`src/rtl/mem_defs.sv`:
```
// Shared definitions for the memory-access stage: FSM state encodings and
// the default ack timeout.
package mem_defs;

  typedef enum logic {
    IDLE   = 1'b0,
    ACCESS = 1'b1
  } state_t;

  localparam int MAX_WAIT_DEFAULT = 16;

endpackage

```
`src/rtl/mem_wait_timer.sv`:
```
// Counts ACCESS cycles without an ack; expired flags the last allowed wait cycle.
module mem_wait_timer
  import mem_defs::*;
#(
  parameter int MAX_WAIT = MAX_WAIT_DEFAULT
) (
  input  logic clk,
  input  logic rst_n,
  input  logic clear,
  input  logic count,
  output logic expired
);

  localparam int CW = $clog2(MAX_WAIT + 1);

  logic [CW-1:0] cnt;

  // NOTE: sequential state is assigned with <= so every flop samples
  // pre-edge values; blocking here would create ordering races.
  always_ff @(posedge clk) begin
    if (!rst_n || clear) begin
      cnt <= '0;
    end else if (count && !expired) begin
      cnt <= cnt + 1'b1;
    end
  end

  // The counter starts at 0 on the first ACCESS cycle, so reaching
  // MAX_WAIT-1 means this is wait cycle number MAX_WAIT.
  assign expired = (cnt == CW'(MAX_WAIT - 1));

endmodule

```
`src/rtl/mem_access.sv`:
```
// Memory-access pipeline stage: forwards ALU results, issues data-memory
// requests with an ack timeout. Optional alignment check: MEM_ACCESS_ALIGN_CHECK_EN.
module mem_access
  import mem_defs::*;
#(
  parameter int MAX_WAIT = MAX_WAIT_DEFAULT
) (
  input  logic        clk,
  input  logic        rst_n,
  input  logic        in_valid,
  input  logic [31:0] ALUResult,
  input  logic [31:0] db,
  input  logic        MemRead,
  input  logic        MemWrite,
  input  logic        RegWrite,
  input  logic [4:0]  rd,
  output logic        stall,
  output logic        dmem_req,
  output logic        dmem_we,
  output logic [31:0] dmem_addr,
  output logic [31:0] dmem_wdata,
  input  logic        dmem_ack,
  input  logic [31:0] dmem_rdata,
  output logic        out_valid,
  output logic [31:0] wb_data,
  output logic [4:0]  wb_rd,
  output logic        wb_regwrite,
  output logic        mem_err,
  output logic        misalign
);

  state_t     state;
  logic       is_load;
  logic       regwrite_q;
  logic [4:0] rd_q;
  logic       expired;
  logic       misaligned;
  logic       mem_op;

  assign mem_op = MemRead || MemWrite;
  assign stall  = (state == ACCESS);

`ifdef MEM_ACCESS_ALIGN_CHECK_EN
  assign misaligned = |ALUResult[1:0];
`else
  assign misaligned = 1'b0;
`endif

  mem_wait_timer #(
    .MAX_WAIT (MAX_WAIT)
  ) u_wait_timer (
    .clk     (clk),
    .rst_n   (rst_n),
    .clear   (state == IDLE),
    .count   ((state == ACCESS) && !dmem_ack),
    .expired (expired)
  );

  always_ff @(posedge clk) begin
    if (!rst_n) begin
      state       <= IDLE;
      dmem_req    <= 1'b0;
      dmem_we     <= 1'b0;
      dmem_addr   <= '0;
      dmem_wdata  <= '0;
      out_valid   <= 1'b0;
      wb_data     <= '0;
      wb_rd       <= '0;
      wb_regwrite <= 1'b0;
      mem_err     <= 1'b0;
      misalign    <= 1'b0;
      is_load     <= 1'b0;
      regwrite_q  <= 1'b0;
      rd_q        <= '0;
    end else begin
      // Status outputs are single-cycle pulses unless re-asserted below.
      out_valid   <= 1'b0;
      wb_regwrite <= 1'b0;
      mem_err     <= 1'b0;
      misalign    <= 1'b0;

      case (state)
        IDLE: begin
          if (in_valid) begin
            if (!mem_op) begin
              out_valid   <= 1'b1;
              wb_data     <= ALUResult;
              wb_rd       <= rd;
              wb_regwrite <= RegWrite;
            end else if (misaligned) begin
              misalign  <= 1'b1;
              out_valid <= 1'b1;
              wb_rd     <= rd;
            end else begin
              // A store wins when both MemRead and MemWrite are set.
              state      <= ACCESS;
              dmem_req   <= 1'b1;
              dmem_we    <= MemWrite;
              dmem_addr  <= ALUResult;
              dmem_wdata <= db;
              is_load    <= !MemWrite;
              regwrite_q <= RegWrite;
              rd_q       <= rd;
            end
          end
        end

        ACCESS: begin
          if (dmem_ack) begin
            state       <= IDLE;
            dmem_req    <= 1'b0;
            dmem_we     <= 1'b0;
            out_valid   <= 1'b1;
            wb_rd       <= rd_q;
            wb_regwrite <= is_load && regwrite_q;
            if (is_load) begin
              wb_data <= dmem_rdata;
            end
          end else if (expired) begin
            state     <= IDLE;
            dmem_req  <= 1'b0;
            dmem_we   <= 1'b0;
            mem_err   <= 1'b1;
            out_valid <= 1'b1;
            wb_rd     <= rd_q;
          end
        end

        default: state <= IDLE;
      endcase
    end
  end

endmodule
```
`config.mk`:
```
export PLATFORM = sky130hd
export DESIGN_NAME = mem_access
export DESIGN_NICKNAME = d
export VERILOG_FILES = /design/src/rtl/mem_defs.sv /design/src/rtl/mem_wait_timer.sv /design/src/rtl/mem_access.sv
export SDC_FILE = /design/constraint.sdc
export NUM_CORES = 1
export LEC_CHECK = 0
export BUFFER_PORTS_ARGS = -buffer_cell sky130_fd_sc_hd__buf_2
export CELL_PAD_IN_SITES_DETAIL_PLACEMENT = 1
export CELL_PAD_IN_SITES_GLOBAL_PLACEMENT = 2
export CORE_MARGIN = 2
export CORE_UTILIZATION = 29
export DETAILED_ROUTE_END_ITERATION = 12
export GPL_TIMING_DRIVEN = 0
export PLACE_DENSITY_LB_ADDON = 0.1
export SLEW_MARGIN = 40
export SYNTH_ARGS = -nofsm -noshare
export SYNTH_HDL_FRONTEND = slang
export SYNTH_SLANG_ARGS = --single-unit
```
`constraint.sdc`:
```
create_clock -name clk -period 4.1 [get_ports clk]
set_clock_uncertainty 0.1 [all_clocks]
set_input_delay 0.41 -clock clk [delete_from_list [all_inputs] [get_ports clk]]
set_output_delay 0.41 -clock clk [all_outputs]
set_load 0.005 [all_outputs]
```
After elaboration in Yosys (flattened, before gate mapping)

Index checks and enable logic that the tools add are counted.

Reductions and logical operators: 14
Add/subtract/negate cells: 1
Bitwise gates (word level): 2
Equal/unequal tests: 7
Multiplexer cells: 32

Operators with widths:

| operator            | count |
|---|---|
| $mux 32             | 4 |
| $pmux 32 s2         | 1 |
| $mux 5              | 4 |
| $mux 1              | 17 |
| $pmux 1 s2          | 5 |
| $pmux 5 s2          | 1 |
| $reduce_and 3->1    | 3 |
| $ne 2x2->1 const B  | 4 |
| $add 5x1->5 const B | 1 |
| $eq 5x4->1 const B  | 1 |
| $logic_not 1->1     | 4 |
| $reduce_and 4->1    | 1 |
| $logic_and 1x1->1   | 3 |
| $ne 3x2->1 const B  | 1 |
| $reduce_or 3->1     | 1 |
| $logic_or 1x1->1    | 2 |
| $ne 2x1->1 const B  | 1 |
| $not 1->1           | 2 |

Bits in registers: 119
Logic and storage cells: 70

Logic depth before layout (Yosys ltp)

Depth after elaboration: 4
Mapped depth: 6
Mapped depth without buffers: 6

Hierarchy

A second synthesis with hierarchy kept.

Cells, all modules: 547
Area total of the unflattened synthesis: 4961.0 sq um

Modules (own cells, without submodules):

| module         | sequential area each (sq um) | instances | area each (sq um) | cells each |
|---|---|---|---|---|
| mem_access     | 2282.2                       | 1         | 4719.5            | 521 |
| mem_wait_timer | 100.1                        | 1         | 241.5             | 26 |

Worst setup path after synthesis

OpenSTA, ideal clock, no wires.

Path kind: reg-to-reg
Start point: register u_wait_timer.cnt[0]
End point: register u_wait_timer.cnt[3]
Stages on the path, launching flop included: 7
Clock period less this slack: 1.829 ns
Path slack: 2.271 ns
Arrival: 1.659 ns
Cells stage by stage: dfxtp_1 -> ha_1 -> and3_1 -> ha_1 -> or2_2 -> or3_1 -> a21oi_1

Longest elaborated chain between the ends: 3

RTL lines:

| item                   | RTL line             | source |
|---|---|---|
| from (decl)            | mem_wait_timer.sv:16 | `logic [CW-1:0] cnt;` |
| from (signal assigned) | mem_wait_timer.sv:24 | `cnt <= cnt + 1'b1;` |
| $eq 5x4->1             | mem_wait_timer.sv:30 | `assign expired = (cnt == CW'(MAX_WAIT - 1));` |
| via expired            | mem_access.sv:36     | `logic expired;` |
| $logic_not 1->1        | mem_wait_timer.sv:23 | `end else if (count && !expired) begin` |
| $logic_and 1x1->1      | mem_wait_timer.sv:23 |  |

The timed path passes the listed nets, and every way through them passes these cells.
A chain may end at the register's enable or synchronous reset.

Final worst setup path

Start point: register u_wait_timer.cnt[0]
End point: register wb_rd[1]

Longest elaborated chain between the ends: 3

RTL lines:

| item                       | RTL line             | source |
|---|---|---|
| $eq 5x4->1                 | mem_wait_timer.sv:30 |  |
| via expired                | mem_access.sv:36     |  |
| $ne 3x2->1 (no line)       | --                   |  |
| $reduce_and 3->1 (no line) | --                   |  |
| to (signal assigned)       | mem_access.sv:88     | `wb_rd <= rd;` |
| to (signal assigned)       | mem_access.sv:93     | `wb_rd <= rd;` |
| to (signal assigned)       | mem_access.sv:114    | `wb_rd <= rd_q;` |
| to (decl)                  | mem_access.sv:26     | `output logic [4:0] wb_rd,` |

The timed path passes the listed nets, and every way through them passes these cells.

==> results.md <==
* Worst Hold End: dmem_wdata[3]
* DP Wirelength at 13400 um
* Metal1 wirelength at 7960 um
* Crit-path max FO at 8
* Clock sinks at 119
* CTS Buf Count at 17
* Initial Util at 0.295
* Die Span Y at 136 um
* Die width at 136 um
* RD Place Congestion at 0.721
* Clk slew on worst S/H paths at 0.06 ns
* Non-Filler Instances at 1017
* Routed wl met3 at 1070 um
* Leak Pwr at 3.39 nW
* First-pass GRT wire length at 27300 um
* Reg2Reg Setup Slack at 1.95 ns
* Peak supply drop at 291 uV
* Nets at 890
* Antenna violations before repair at 3
* Worst Setup End Kind: register
* Num rows at 48
* Port Buffers at 213
* Hold path start: db[3]
* Crit share post-route at 0.525
* Max_cap viols at 0
* Synth top area share at 0.469
* Clock Path Buffers at 2
* Data required, critical path at 4.35 ns
* Ports at 216
* Pwr dens at 461 nW/um2
* Yosys top cell by area: dfxtp_1
* Core area at 17200 um2
* Fillers at 2070
* Final Hold Vio Count at 0
* Hold Path Cell Cnt at 3
* Layout area overhead at 38.9%
* GRT overflow at 0
* Clock root buffer: clkbuf_16
* Critical path launch point type: register
* Share of cells above drive strength 1 at 0.327
* Hold_buf cts at 0
* Fmax at 464 MHz
* Vias at 5029
* Synth top area cells: dfxtp_1 (47%), o21ai_0 (10%), nand3_1 (7.0%)
* Sequential area share after synthesis at 0.469
* Fin util at 0.410
* Slew HR at 0.528
* Post-CTS sizing at 0
* Slew Viols, Final at 0
* Synth Warn # at 0
* Residual DRC at 0
* Worst Setup Path Type: register to register
* H-Tree Depth at 4
* Reg2Reg Launch Point: u_wait_timer.cnt[0]
* Router iterations before antenna repair at 4
* Clk_lat worst skew at 0.41 ns
* Arr. time, crit path at 2.40 ns
* Syn_area_per_cell at 9.28 um2
* Die ar. at 18600 um2
* Reg2reg end: wb_rd[1]
* Drt total wl at 17900 um
* Unrepaired setup endpoints after global routing: false
* All-Layer GR Usage at 0.192
* Worst Reg2Reg Path Length in Cells at 6
* Tightest Pin Transition at 0.704 ns
* Area of the mapped netlist at 5080 um2
* Syn nets at 658
* DR WL/cell at 17.6 um
* DRT iter0 DRCs at 170
* Status: complete, no violations
* Vias in the first global route at 5198
* Post-layout min period at 2.15 ns
* Number of synthesized register bits at 119
* Vias per cell at 4.94
* WL met2 at 8680 um
* CTS tree: built
* Remaining antenna violation count after routing at 0
* Post-synthesis instance total at 548
* TNS Setup at 0 ns
* Final setup vio count at 0
* Post-Place Cells at 986
* Hold WC Path Type: primary input to register
* Cell variety after synth at 37
* Largest net degree at the start of global routing at 17
* Highest Signal Layer: met5
* Post-CTS Setup Bufs at 0
## critical path: stages (launching register included)
cell	delay (ns)
dfxtp_1	0.34
ha_1	0.21
and3_1	0.19
ha_1	0.27
o21ai_1	0.59
o221ai_1	0.26
nor2_1	0.13
## sequential cells by signal, summed over array words and instances, names as in the netlist, 5 cells and up
| signal | flops |
|---|---|
| wb_rd | 5 |
| u_wait_timer.cnt | 5 |
| wb_data | 32 |
| dmem_wdata | 32 |
| dmem_addr | 32 |
| rd_q | 5 |
## cells by family (layout without fill, tap and decap cells)
| logic type | after synthesis | after routing | share of synthesized area |
|---|---|---|---|
| mux | 32 | 32 | 0.0630 |
| xor+xnor | 2 | 2 | 0.00345 |
| simple gates | 108 | 108 | 0.111 |
| other cells | 1 | 2 | 0.000738 |
| buf+inv | 62 | 305 | 0.0566 |
| fa+ha+maj | 2 | 2 | 0.00492 |
| flops | 119 | 119 | 0.469 |
| compound gates | 222 | 222 | 0.292 |
## worst max-delay path by stage
| stage | to | startpoint | cells after the start | slack [ns] |
|---|---|---|---|---|
| 2_1_floorplan | u_wait_timer.cnt[3] | u_wait_timer.cnt[0] | 6 | 2.27 |
| 3_3_place_gp | wb_rd[1] | u_wait_timer.cnt[0] | 6 | 1.98 |
| 3_5_place_dp | dmem_addr[6] | MemWrite | 5 | 1.93 |
| 4_1_cts | wb_rd[1] | u_wait_timer.cnt[0] | 6 | 1.92 |
| 5_1_grt | wb_rd[1] | u_wait_timer.cnt[0] | 6 | 1.75 |
| 6_report | wb_rd[1] | u_wait_timer.cnt[0] | 6 | 1.95 |
## synth_stat cells, drive strengths merged
cell type	n
or3	1
o211ai	1
a211oi	1
o221ai	5
ha	2
dfxtp	119
nor2b	2
a21oi	4
a21boi	73
nor4b	1
conb	1
xnor2	2
or2	3
inv	2
nor2	11
or4b	1
nor3b	2
nor3	5
mux2i	32
nand4	1
o21ai	104
nand3	71
o211a	32
and3	2
nand2b	1
buf	17
clkbuf	43
a22oi	1
and3b	1
nand2	6
o21a	1
## power by group
group | switching (W) | leakage (nW) | internal, W | total, W
logic | 0.000212 | 2.11 | 0.000176 | 0.000388
registers | 0.0000338 | 0.974 | 0.00123 | 0.00126
clock network | 0.000525 | 0.306 | 0.00108 | 0.00161
total | 0.000771 | 3.39 | 0.00248 | 0.00325
## routing by layer
layer	up-vias	track usage
li1	2462	-
met1	2425	0.235
met2	123	0.320
met3	17	0.0593
met4	2	0.0613
met5	-	0
## stage by stage
step                setup WS (ns)  instance area (um2)  hold slack [ns]  total power (W)
floorplan                    2.27                 5080            0.352          0.00148
global placement             1.98                 6430            0.357          0.00167
detailed placement           1.93                 6430            0.361          0.00168
CTS                          1.92                 7060            0.136          0.00330
global route                 1.75                 7060            0.150          0.00340
finish                       1.95                 7060            0.154          0.00325
## cell usage in the layout, fill, tap and decap left out, types with 2 or more instances in the layout
| cell type | netlist | final |
|---|---|---|
| a21boi_0 | 45 | 45 |
| a21boi_1 | 28 | 28 |
| a21oi_1 | 4 | 4 |
| and3_1 | 2 | 2 |
| buf_1 | 3 | 3 |
| buf_2 | 5 | 218 |
| buf_4 | 5 | 5 |
| buf_6 | 4 | 4 |
| bufinv_16 | 0 | 5 |
| clkbuf_1 | 43 | 45 |
| clkbuf_16 | 0 | 17 |
| clkinv_2 | 0 | 4 |
| dfxtp_1 | 119 | 119 |
| ha_1 | 2 | 2 |
| inv_1 | 2 | 2 |
| mux2i_1 | 32 | 32 |
| nand2_1 | 6 | 6 |
| nand3_1 | 71 | 71 |
| nor2_1 | 11 | 10 |
| nor2b_1 | 2 | 2 |
| nor3_1 | 5 | 5 |
| nor3b_1 | 2 | 2 |
| o211a_1 | 32 | 32 |
| o21ai_0 | 103 | 103 |
| o221ai_1 | 5 | 5 |
| or2_2 | 2 | 2 |
| xnor2_1 | 2 | 2 |
## final cells by class
class	instances	area [um2]	share of cell area
multi-input combinational	367	2420	0.342
sequential	119	2380	0.337
timing repair buffer	213	1070	0.151
clock buffer	20	447	0.0633
tap	225	282	0.0399
buffer	60	280	0.0397
clock inverter	10	178	0.0252
inverter	2	7.51	0.00106
antenna	1	2.50	0.000354
Power figures use the tool's default switching activity.
